## config.mk

```make
export PLATFORM = sky130hd
export DESIGN_NAME = decoder_in_stage
export DESIGN_NICKNAME = d
export VERILOG_FILES = /design/src/rtl/decoder_in_stage.sv
export SDC_FILE = /design/constraint.sdc
export NUM_CORES = 1
export LEC_CHECK = 0
export CORE_MARGIN = 3
export CORE_UTILIZATION = 55
export CTS_CLUSTER_SIZE = 30
export DETAILED_ROUTE_END_ITERATION = 10
export GPL_ROUTABILITY_DRIVEN = 0
export PLACE_DENSITY = 0.78
export SYNTH_ARGS = -nofsm -noshare
export SYNTH_HDL_FRONTEND = slang
export SYNTH_SLANG_ARGS = --single-unit
```

## constraint.sdc

```tcl
create_clock -name clk -period 2.38 [get_ports clk]
set_clock_uncertainty 0.1 [all_clocks]
set_input_delay 0.357 -clock clk [delete_from_list [all_inputs] [get_ports clk]]
set_output_delay 0.357 -clock clk [all_outputs]
set_load 0.01 [all_outputs]
```

## src/rtl/decoder_in_stage.sv

```systemverilog
// decoder_in_stage: synchronises and debounces the io_in pad bus and
// hands each newly accepted code to decoder_proj over valid/ready.
module decoder_in_stage #(
  parameter int WIDTH         = 7,
  parameter int SYNC_STAGES   = 2,
  parameter int STABLE_CYCLES = 4,
  parameter int CNT_W         = 8
) (
  input  logic             clk,
  input  logic             rst_n,
  input  logic [WIDTH-1:0] io_in,
  output logic [WIDTH-1:0] code_out,
  output logic             code_valid,
  input  logic             code_ready,
  output logic             busy,
  output logic [CNT_W-1:0] drop_cnt
);

  if (SYNC_STAGES < 2) begin : g_chk_sync
    $error("SYNC_STAGES must be at least 2");
  end
  if (STABLE_CYCLES < 2) begin : g_chk_stable
    $error("STABLE_CYCLES must be at least 2");
  end
  if (STABLE_CYCLES > (2**CNT_W) - 1) begin : g_chk_cnt
    $error("STABLE_CYCLES does not fit in CNT_W");
  end

  localparam logic [CNT_W-1:0] CNT_ONE  = CNT_W'(1);
  localparam logic [CNT_W-1:0] CNT_LAST = CNT_W'(STABLE_CYCLES - 1);

  typedef enum logic [1:0] {
    S_IDLE,
    S_SETTLE,
    S_HOLD
  } state_t;

  state_t           r_state;
  state_t           w_state_nxt;
  logic [WIDTH-1:0] r_sync [SYNC_STAGES];
  logic [WIDTH-1:0] r_prev;
  logic [WIDTH-1:0] r_cand;
  logic [WIDTH-1:0] r_commit;
  logic [WIDTH-1:0] r_code;
  logic [CNT_W-1:0] r_cnt;
  logic [CNT_W-1:0] r_drop;
  logic             r_valid;

  logic [WIDTH-1:0] w_sampled;
  logic             w_edge;
  logic [WIDTH-1:0] w_cand_nxt;
  logic [WIDTH-1:0] w_commit_nxt;
  logic [WIDTH-1:0] w_code_nxt;
  logic [CNT_W-1:0] w_cnt_nxt;
  logic [CNT_W-1:0] w_drop_nxt;
  logic             w_valid_nxt;

  assign w_sampled = r_sync[SYNC_STAGES-1];
  assign w_edge    = (w_sampled != r_prev);

  always_ff @(posedge clk or negedge rst_n) begin
    if (!rst_n) begin
      for (int i = 0; i < SYNC_STAGES; i++) begin
        r_sync[i] <= '0;
      end
      r_prev <= '0;
    end else begin
      r_sync[0] <= io_in;
      for (int i = 1; i < SYNC_STAGES; i++) begin
        r_sync[i] <= r_sync[i-1];
      end
      r_prev <= w_sampled;
    end
  end

  always_ff @(posedge clk or negedge rst_n) begin
    if (!rst_n) begin
      r_state  <= S_IDLE;
      r_cand   <= '0;
      r_commit <= '0;
      r_code   <= '0;
      r_cnt    <= '0;
      r_drop   <= '0;
      r_valid  <= 1'b0;
    end else begin
      r_state  <= w_state_nxt;
      r_cand   <= w_cand_nxt;
      r_commit <= w_commit_nxt;
      r_code   <= w_code_nxt;
      r_cnt    <= w_cnt_nxt;
      r_drop   <= w_drop_nxt;
      r_valid  <= w_valid_nxt;
    end
  end

  always_comb begin
    w_state_nxt  = r_state;
    w_cand_nxt   = r_cand;
    w_commit_nxt = r_commit;
    w_code_nxt   = r_code;
    w_cnt_nxt    = r_cnt;
    w_drop_nxt   = r_drop;
    w_valid_nxt  = r_valid;
    unique case (r_state)
      S_IDLE: begin
        if (w_sampled != r_commit) begin
          w_cand_nxt  = w_sampled;
          w_cnt_nxt   = CNT_ONE;
          w_state_nxt = S_SETTLE;
        end
      end
      S_SETTLE: begin
        if (w_sampled != r_cand) begin
          w_cand_nxt = w_sampled;
          w_cnt_nxt  = CNT_ONE;
        end else if (r_cnt == CNT_LAST) begin
          // a glitch that settled back to the old code is dropped silently
          if (r_cand == r_commit) begin
            w_state_nxt = S_IDLE;
          end else begin
            w_code_nxt   = r_cand;
            w_commit_nxt = r_cand;
            w_valid_nxt  = 1'b1;
            w_state_nxt  = S_HOLD;
          end
        end else begin
          w_cnt_nxt = r_cnt + CNT_ONE;
        end
      end
      S_HOLD: begin
        if (w_edge && !(&r_drop)) begin
          w_drop_nxt = r_drop + CNT_ONE;
        end
        if (code_ready) begin
          w_valid_nxt = 1'b0;
          w_state_nxt = S_IDLE;
        end
      end
      default: begin
        w_valid_nxt = 1'b0;
        w_state_nxt = S_IDLE;
      end
    endcase
  end

  assign code_out   = r_code;
  assign code_valid = r_valid;
  assign busy       = (r_state != S_IDLE);
  assign drop_cnt   = r_drop;

endmodule

```

==> results.ini, run 1 <==
[pwr]
power_density_mw_per_mm2 = 626.7
combPwrFrac = 0.104
share_clk_of_total_power = 0.334
irDropWorstVdd_uv = 507.5
internal_power_mw = 1.366
switchingPower_uw = 416.1
power_frac_seq = 0.562
switching_share = 0.2334
p_leak_nw = 1.268

[synth]
largest_family_of_logic_cells_by_synthesized_area = simple AND/OR/NAND/NOR gates
average_cell_area_after_synthesis_sq_um = 12.69
post_synth_xor_area_fraction = 0.1305
compound_gate_portion_of_the_synthesized_area = 0.05541
synthFlopType = dfrtp_1
synth.net_count = 197
ys.warnings.count = 0
seq_area_frac_synth = 0.5754
post_synth_fa_ha_maj_area_fraction = 0.01066
synth_simple_gate_area_frac = 0.1422
synth_seq_cells = 54
ys_async_sr_fraction = 1.000
syn-cell-area_sq_mm = 0.002349
synth_cells = 185
synth.lib_cells_used.distinct = 39
synth.area.mux_share = 0.07778
synth_edf_count = 0

[sta]
timing.final.crit_share = 0.9572
max_slew.worst_pin.slew_ns = 0.7095
timing_max_transition_violations_final = 0
finalHoldViolations = 0
rsz_0062_raised_after_global_routing = false
timing.final.setup_violations = 0
setup_tns_ns = 0
max_freq_mhz = 438.9
post-route-min-period_ns = 2.278
max-slew-margin-rel = 0.5238

[critical_path]
cp_max_delay_cell = or4_1
timing.critical_path.from_type = flip-flop
reg2reg_setup_slack_ns = 0.10
critical-path-max-stage-delay_ns = 0.54
critical_path_buf_inv_count = 0
worstSetupStartpoint = r_cnt[3]
logic_depth_of_the_worst_path_buffers_included = 5
timing.critical_path.cells = or4_1 -> or3_4 -> nor4_2 -> o41ai_1 -> mux2_4
timing.rr.start = r_cnt[3]
endpoint_kind = flip-flop
critical_path_class = reg -> reg
worstRegToRegCells = 5
dominant_delay_contributor_by_cell_family_on_the_critical_path = simple AND/OR/NAND/NOR gates
critical_path.max_fanout = 4
cp.arrival_ns = 2.37
worstReg2RegEnd = code_out[3]
endpoint = code_out[3]
cp.required_ns = 2.47

[layout]
num_antenna_cells = 0
stdcell_area_sq_mm = 0.002844
area_growth_pct = 21.10
fraction_of_final_layout_cells_sized_beyond_drive_strength_1 = 0.1733
layout.nets = 236

[clock_tree]
cts_setup_buffers = 0
worst_setup_hold_path_clk_slew_ns = 0.09
clock-root-buffer = clkbuf_8
tritoncts.num_buffers = 5
post_cts_resize_count = 0
cts-root-to-sink-buffers = 2
cts_tree = built
htree_levels = 2
clock_sink_count = 54
clk-insertion-delay-late_ns = 0.30
postCtsHoldBufs = 1

[placement]
dpl_cell_area_sq_mm = 0.002724
hpwlAfterDp_um = 3315
port_buffers = 26

[global_route]
grt_remaining_overflow = 0
pin_count_of_the_biggest_net_entering_global_routing = 29
grt_antenna_before_repair = 0
grt_pass1_wl_um = 7810
first_global_vias = 1674
grt.total_usage = 0.1977

[die]
io-pin-count = 27
floorplan.rows = 23
fp.dieH_um = 71.35
core_region_area_sq_mm = 0.004058
design.die.area_sq_mm = 0.005090
die_w_um = 71.35
initial_utilization = 0.5788

[drt]
post_drt_via_cell_ratio = 5.596
drt_first_iter_violations = 54
wl_per_cell_um = 16.47
antenna_left = 0
wl_um = 4530
drt_drc_violations_left = 0
drt_pre_antenna_iters = 4
detailroute.via_count = 1539

[outcome]
status = finished clean

[min_path]
worstHoldStart = r_sync[8]
min_delay_path_class = reg -> reg

[run]
drv_cap = 0

-- power by group through the flow --
stage | Clock, mW | Sequential [mW] | Combinational (mW)
2_1_floorplan | 0 | 1.01 | 0.109
3_3_place_gp | 0 | 1.02 | 0.179
3_5_place_dp | 0 | 1.02 | 0.186
4_1_cts | 0.610 | 1.00 | 0.189
5_1_grt | 0.654 | 1.01 | 0.203
6_report | 0.594 | 1.00 | 0.186
-- flip-flops by register name, summed over array words and instances (netlist names) --
name / count
r_cand: 7
r_prev: 7
drop_cnt: 8
code_valid: 1
r_sync: 7
r_cnt: 8
r_state: 2
w_sampled: 7
code_out: 7
-- cell families after synthesis --
kind of cell,Yosys count
flops,54
xor+xnor,35
mux,16
compound gates,15
buf+inv,5
simple gates,58
fa+ha+maj,2
-- cells in the final DEF (no fill, tap or decap), types with 2 or more instances in the layout --
cell	instances
dfrtp_1	54
clkdlybuf4s50_1	25
xnor2_1	20
xor2_1	15
mux2_2	14
nand2_1	13
nand3_1	13
nand4_1	6
buf_4	6
clkbuf_8	5
nor3_1	4
inv_1	3
nor2_1	3
and3_1	3
or2_2	2
nor4_1	2
nand2b_1	2
a21oi_1	2
o21ai_0	2
nor3b_1	2
and3_2	2
ha_1	2
-- layout make-up --
cell class | instances | area [sq um]
clock inverters | 2 | 37.54
multi-input cells | 126 | 978.4
flip-flops and latches | 54 | 1351
inverters | 3 | 11.26
clock buffers | 6 | 72.57
fillers | 266 | 1214
repair buffers | 34 | 330.3
well taps | 50 | 62.56
-- stage by stage --
step | setup slack (ns) | hold WS [ns] | total power [mW] | util | std cells
after floorplan | 0.1914 | -0.03859 | 1.120 | - | 185
after global placement | 0.1694 | 0.2320 | 1.196 | 0.6713 | 266
after detailed placement | 0.1125 | 0.2379 | 1.206 | 0.6713 | 266
after CTS | 0.1013 | 0.2594 | 1.801 | 0.7009 | 275
after global routing | 0.04646 | 0.2732 | 1.866 | 0.7009 | 275
final | 0.1018 | 0.2560 | 1.782 | 0.7009 | 275
-- cell usage after synthesis (2+ instances only) --
| cell type | number | area share |
|---|---|---|
| inv_1 | 3 | 0.0048 |
| xnor2_1 | 20 | 0.075 |
| clkbuf_1 | 2 | 0.0032 |
| nor2_1 | 3 | 0.0048 |
| ha_1 | 2 | 0.011 |
| nor4_1 | 2 | 0.0053 |
| a21oi_1 | 2 | 0.0043 |
| mux2_2 | 14 | 0.067 |
| nor3_1 | 4 | 0.0085 |
| or2_2 | 2 | 0.0053 |
| and3_1 | 3 | 0.0080 |
| o21ai_0 | 2 | 0.0043 |
| dfrtp_1 | 54 | 0.58 |
| nand3_1 | 13 | 0.028 |
| nor3b_1 | 2 | 0.0064 |
| nand2b_1 | 2 | 0.0053 |
| xor2_1 | 15 | 0.056 |
| nand2_1 | 13 | 0.021 |
| nand4_1 | 6 | 0.016 |
| and3_2 | 2 | 0.0064 |
-- routing by layer --
metal / share of wire / track usage
met5: 0 / 0
met1: 0.44 / 0.2552
met2: 0.51 / 0.3357
met4: 0.013 / 0.05428
met3: 0.036 / 0.04628
-- worst min path at each step --
stage                              end  slack [ns]  cells past startpoint
final                     w_sampled[1]        0.26                      0
after global placement    w_sampled[3]        0.23                      0
after global routing      w_sampled[1]        0.27                      0
after CTS                 w_sampled[1]        0.26                      0
after detailed placement  w_sampled[1]        0.24                      0
after floorplan            code_out[0]       -0.04                      0
No activity file was read; power rests on OpenSTA's default activity.
==> run 2: changes to the inputs <==
--- a/config.mk
+++ b/config.mk
@@ -5,12 +5,12 @@
 export SDC_FILE = /design/constraint.sdc
 export NUM_CORES = 1
 export LEC_CHECK = 0
-export CORE_MARGIN = 3
+export CORE_MARGIN = 8
 export CORE_UTILIZATION = 55
 export CTS_CLUSTER_SIZE = 30
 export DETAILED_ROUTE_END_ITERATION = 10
 export GPL_ROUTABILITY_DRIVEN = 0
-export PLACE_DENSITY = 0.78
+export PLACE_DENSITY = 0.82
 export SYNTH_ARGS = -nofsm -noshare
 export SYNTH_HDL_FRONTEND = slang
 export SYNTH_SLANG_ARGS = --single-unit
==> constraint.sdc (replaced) <==
create_clock -name clk -period 2.38 [get_ports clk]
set_clock_uncertainty 0.1 [all_clocks]
set_input_delay 0.357 -clock clk [delete_from_list [all_inputs] [get_ports clk]]
set_output_delay 0.357 -clock clk [all_outputs]
set_load 0.1 [all_outputs]
==> results.ini, run 2 (same netlist as run 1, synthesis figures left out) <==
[sta]
finalHoldViolations = 0  ; unchanged
timing_max_transition_violations_final = 0  ; unchanged
timing.final.crit_share = 0.9674  ; +0.01014
max_freq_mhz = 434.3  ; -1.0%
timing.final.setup_violations = 0  ; unchanged
setup_tns_ns = 0  ; unchanged
post-route-min-period_ns = 2.302  ; +0.02414 ns
max_slew.worst_pin.slew_ns = 0.6863  ; -0.02317 ns
rsz_0062_raised_after_global_routing = false
max-slew-margin-rel = 0.5394  ; +0.01555
timing.final.ws_setup_ns = 0.07768  ; -0.02414 ns

[die]
die_w_um = 81.35  ; +14%
core_region_area_sq_mm = 0.004058  ; unchanged
design.die.area_sq_mm = 0.006617  ; +30%
floorplan.rows = 23  ; unchanged
fp.dieH_um = 81.35  ; +14%
initial_utilization = 0.5788  ; unchanged
io-pin-count = 27  ; unchanged

[clock_tree]
cts_setup_buffers = 0  ; unchanged
tritoncts.num_buffers = 5  ; unchanged
clk-insertion-delay-late_ns = 0.30  ; about the same
htree_levels = 2  ; unchanged
cts-root-to-sink-buffers = 2  ; unchanged
cts_tree = built
clock-root-buffer = clkbuf_8
clock_sink_count = 54  ; unchanged
worst_setup_hold_path_clk_slew_ns = 0.09  ; about the same

[layout]
multi_input_comb_area_sq_um = 994.7  ; +1.7%
finalCoreUtilization = 0.6913  ; -0.009559
finished_layout_cells = 276  ; +0.36%
layout_common_cells = 48 x dfrtp_1, 25 x buf_4, 20 x xnor2_1
stdcell_area_sq_mm = 0.002805  ; -1.4%
filler_cell_count = 288  ; +8.3%
fraction_of_final_layout_cells_sized_beyond_drive_strength_1 = 0.2876  ; +0.1143
register_area_sq_mm = 0.001359  ; +0.56%
layout.nets = 237  ; +0.42%
num_antenna_cells = 0  ; unchanged
area_growth_pct = 19.45
layout.cells.most_common = dfrtp_1

[critical_path]
critical_path.max_fanout = 4  ; unchanged
worstReg2RegEnd = code_out[3]
endpoint = code_out[3]
worstRegToRegCells = 5  ; unchanged
timing.critical_path.from_type = flip-flop
cp.arrival_ns = 2.40  ; +0.03 ns
critical_path_class = reg -> reg
cp.required_ns = 2.47  ; about the same
endpoint_kind = flip-flop
reg2reg_setup_slack_ns = 0.08  ; -0.02 ns
timing.rr.start = r_cnt[3]
worstSetupStartpoint = r_cnt[3]

[run]
drv_cap = 0  ; unchanged

[placement]
hpwlAfterDp_um = 3391  ; +2.3%
port_buffers = 26  ; unchanged
placed_cells = 267  ; +0.38%
detailedPlace.worstSlack_ns = 0.07804  ; -0.03444 ns
dpl_cell_area_sq_mm = 0.002684  ; -1.5%

[global_route]
first_global_vias = 1610  ; -3.8%
grt_antenna_before_repair = 0  ; unchanged
grt_pass1_wl_um = 7714  ; -1.2%
grt.total_usage = 0.1510  ; -0.04670
pin_count_of_the_biggest_net_entering_global_routing = 23  ; -21%
grt_remaining_overflow = 0  ; unchanged

[outcome]
status = finished clean

[drt]
antenna_left = 0  ; unchanged
wl_per_cell_um = 16.11  ; -2.2%
drt_drc_violations_left = 0  ; unchanged
wl_um = 4447  ; -1.8%
drt_first_iter_violations = 125  ; +130%
detailroute.via_count = 1551  ; +0.78%
post_drt_via_cell_ratio = 5.620  ; +0.41%
drt_pre_antenna_iters = 4  ; unchanged

[pwr]
p_leak_nw = 1.292  ; +1.9%
power_density_mw_per_mm2 = 625.0  ; -0.27%
irDropWorstVdd_uv = 462.2  ; -8.9%

[min_path]
min_delay_path_class = reg -> reg

[run 2: cell types whose count changed in the layout (fill, tap and decap cells not counted), moves of 6 or more]
cell / delta
buf_4: +19
clkdlybuf4s50_1: -17
dfrtp_1: -6
dfrtp_2: +6
[run 2: metrics by stage]
stage          total power, mW  hold WS (ns)
6_report                 1.753        0.2559
5_1_grt                  1.836        0.2677
4_1_cts                  1.765        0.2606
3_5_place_dp             1.249        0.2403
3_3_place_gp             1.239        0.2340
2_1_floorplan            1.166      -0.03859
[run 2: power breakdown]
part           total (mW)  switching, mW  internal, mW  leakage [nW]
sequential           1.00         0.0456         0.957         0.667
combinational       0.232          0.139        0.0928         0.578
clock               0.519          0.285         0.234        0.0472
total                1.75          0.470          1.28          1.29
[run 2: layout make-up]
class	instances	area share
clock buffer	6	0.02944
clock inverter	2	0.004460
inverter	3	0.004014
multi-input combinational	126	0.3546
sequential	54	0.4844
tap	50	0.02230
timing repair buffer	35	0.1008
[run 2: critical path: stages (launching register included)]
cell	delay, ns
dfrtp_1	0.43
or4_1	0.56
or3_4	0.40
nor4_4	0.24
o41ai_2	0.15
mux2_4	0.31
[run 2: how the worst min path moves through the flow]
stage / cells past startpoint / slack, ns / to / start
floorplan: 0 / -0.04 / code_out[0] / rst_n
global placement: 0 / 0.23 / w_sampled[3] / r_sync[10]
detailed placement: 0 / 0.24 / w_sampled[6] / r_sync[13]
CTS: 0 / 0.26 / w_sampled[6] / r_sync[13]
global route: 0 / 0.27 / w_sampled[3] / r_sync[10]
finish: 0 / 0.26 / w_sampled[6] / r_sync[13]
[run 2: timing repair]
action	4_1_cts	5_1_grt
hold buffers	1	0
resized for setup	0	2
setup endpoints to repair	0	1
hold endpoints to repair	20	0
[run 2: routing by layer]
layer / global-route usage / share of wire / vias to the layer above
li1: - / - / 735
met1: 0.1910 / 0.43 / 766
met2: 0.2339 / 0.49 / 40
met3: 0.04525 / 0.054 / 10
met4: 0.06607 / 0.020 / 0
met5: 0 / 0 / -
==> run 3: changes to the inputs <==
--- a/config.mk
+++ b/config.mk
@@ -11,6 +11,7 @@
 export DETAILED_ROUTE_END_ITERATION = 10
 export GPL_ROUTABILITY_DRIVEN = 0
 export PLACE_DENSITY = 0.82
+export RECOVER_POWER = 25
 export SYNTH_ARGS = -nofsm -noshare
 export SYNTH_HDL_FRONTEND = slang
 export SYNTH_SLANG_ARGS = --single-unit
==> results.ini, run 3 (same netlist as run 1, synthesis figures left out) <==
[outcome]
status = finished clean

[layout]
multi_input_comb_area_sq_um = 994.7  ; unchanged
num_antenna_cells = 0  ; unchanged
register_area_sq_mm = 0.001359  ; unchanged
layout_common_cells = 48 x dfrtp_1, 25 x buf_4, 20 x xnor2_1
layout.nets = 237  ; unchanged
stdcell_area_sq_mm = 0.002804  ; about the same
fraction_of_final_layout_cells_sized_beyond_drive_strength_1 = 0.2832  ; -0.004425
finalCoreUtilization = 0.6910  ; about the same
area_growth_pct = 19.39  ; about the same
layout.cells.most_common = dfrtp_1
filler_cell_count = 289  ; +0.35%

[global_route]
grt.total_usage = 0.1510  ; unchanged
grt_pass1_wl_um = 7714  ; unchanged
grt_remaining_overflow = 0  ; unchanged
first_global_vias = 1610  ; unchanged
grt_antenna_before_repair = 0  ; unchanged
pin_count_of_the_biggest_net_entering_global_routing = 23  ; unchanged

[placement]
dpl_cell_area_sq_mm = 0.002684  ; unchanged
hpwlAfterDp_um = 3391  ; unchanged
port_buffers = 26  ; unchanged

[sta]
post-route-min-period_ns = 2.302  ; unchanged
max_slew.worst_pin.slew_ns = 1.194  ; +0.5075 ns
max_freq_mhz = 434.3  ; unchanged
max-slew-margin-rel = 0.2041  ; -0.3353
timing.final.setup_violations = 0  ; unchanged
rsz_0062_raised_after_global_routing = false
timing.final.crit_share = 0.9674  ; unchanged
timing_max_transition_violations_final = 0  ; unchanged
finalHoldViolations = 0  ; unchanged
setup_tns_ns = 0  ; unchanged

[clock_tree]
clock-root-buffer = clkbuf_8
htree_levels = 2  ; unchanged
cts_tree = built
cts-root-to-sink-buffers = 2  ; unchanged
clk-insertion-delay-late_ns = 0.30  ; about the same
tritoncts.num_buffers = 5  ; unchanged
worst_setup_hold_path_clk_slew_ns = 0.09  ; about the same
clock_sink_count = 54  ; unchanged

[die]
io-pin-count = 27  ; unchanged
die_w_um = 81.35  ; unchanged
core_region_area_sq_mm = 0.004058  ; unchanged
design.die.area_sq_mm = 0.006617  ; unchanged
floorplan.rows = 23  ; unchanged
fp.dieH_um = 81.35  ; unchanged
initial_utilization = 0.5788  ; unchanged

[critical_path]
critical_path.max_fanout = 4  ; unchanged
timing.critical_path.from_type = flip-flop
critical_path_class = reg -> reg
cp.arrival_ns = 2.40  ; about the same
cp_max_delay_cell = or4_1
timing.critical_path.cells = or4_1 -> or3_4 -> nor4_4 -> o41ai_2 -> mux2_4
critical-path-max-stage-delay_ns = 0.56  ; about the same
dominant_delay_contributor_by_cell_family_on_the_critical_path = simple AND/OR/NAND/NOR gates
critical_path_buf_inv_count = 0  ; unchanged
endpoint_kind = flip-flop
cp.required_ns = 2.47  ; about the same

[run]
drv_cap = 0  ; unchanged

[pwr]
p_leak_nw = 1.291  ; about the same
design_power_mw = 1.751  ; -0.14%
irDropWorstVdd_uv = 462.2  ; about the same
power_density_mw_per_mm2 = 624.4  ; about the same

[drt]
wl_um = 4443  ; about the same
drt_pre_antenna_iters = 4  ; unchanged
drt_drc_violations_left = 0  ; unchanged
detailroute.via_count = 1551  ; unchanged
post_drt_via_cell_ratio = 5.620  ; unchanged
wl_per_cell_um = 16.10  ; about the same
antenna_left = 0  ; unchanged
drt_first_iter_violations = 125  ; unchanged

[min_path]
min_delay_path_class = reg -> reg

run 3: what timing repair did:
item / 4_1_cts / 5_1_grt
gates resized for setup: 0 / 2
hold endpoints to repair: 20 / 0
setup buffers: 0 / 0
endpoints found under the setup margin: 0 / 1
hold buffers: 1 / 0
run 3: report_power, final:
part / switching, mW / total, mW / internal [mW]
Clock: 0.285 / 0.519 / 0.234
Combinational: 0.139 / 0.230 / 0.0903
Sequential: 0.0456 / 1.00 / 0.957
run 3: worst reg2reg max path: stages (launching register included):
cell	delay [ns]
dfrtp_1	0.43
or4_1	0.56
or3_4	0.40
nor4_4	0.24
o41ai_2	0.15
mux2_4	0.31
run 3: worst paths after layout:
check	from	to	slack, ns	cells past startpoint
max in group asynchronous	rst_n	code_out[1]	0.59	3
min reg2reg	r_sync[13]	w_sampled[6]	0.26	0
max reg2reg	r_cnt[3]	code_out[3]	0.08	5
max	r_cnt[3]	code_out[3]	0.08	5
min in group asynchronous	rst_n	drop_cnt[3]	0.71	2
min	r_sync[13]	w_sampled[6]	0.26	0
run 3: per-layer routing:
layer / share of wire / track usage / vias to the layer above / routed length (um)
met5: 0 / 0 / - / 0
met4: 0.020 / 0.06607 / 0 / 89
met3: 0.054 / 0.04525 / 10 / 239
met2: 0.49 / 0.2339 / 40 / 2196
met1: 0.43 / 0.1910 / 766 / 1918
li1: - / - / 735 / -
run 3: area by class of cell:
cell class	instances	share of cell area
Inverter	3	0.004016
Multi-Input combinational cell	126	0.3548
Timing Repair Buffer	35	0.1004
Clock buffer	6	0.02945
Sequential cell	54	0.4846
Clock inverter	2	0.004462
Tap cell	50	0.02231
run 3: through the flow:
stage          instances  hold slack, ns  worst slack [ns]
2_1_floorplan        185        -0.03859           0.02682
3_3_place_gp         267          0.2340            0.1774
3_5_place_dp         267          0.2403           0.07804
4_1_cts              276          0.2606           0.05580
5_1_grt              276          0.2677          0.004070
6_report             276          0.2559           0.07768
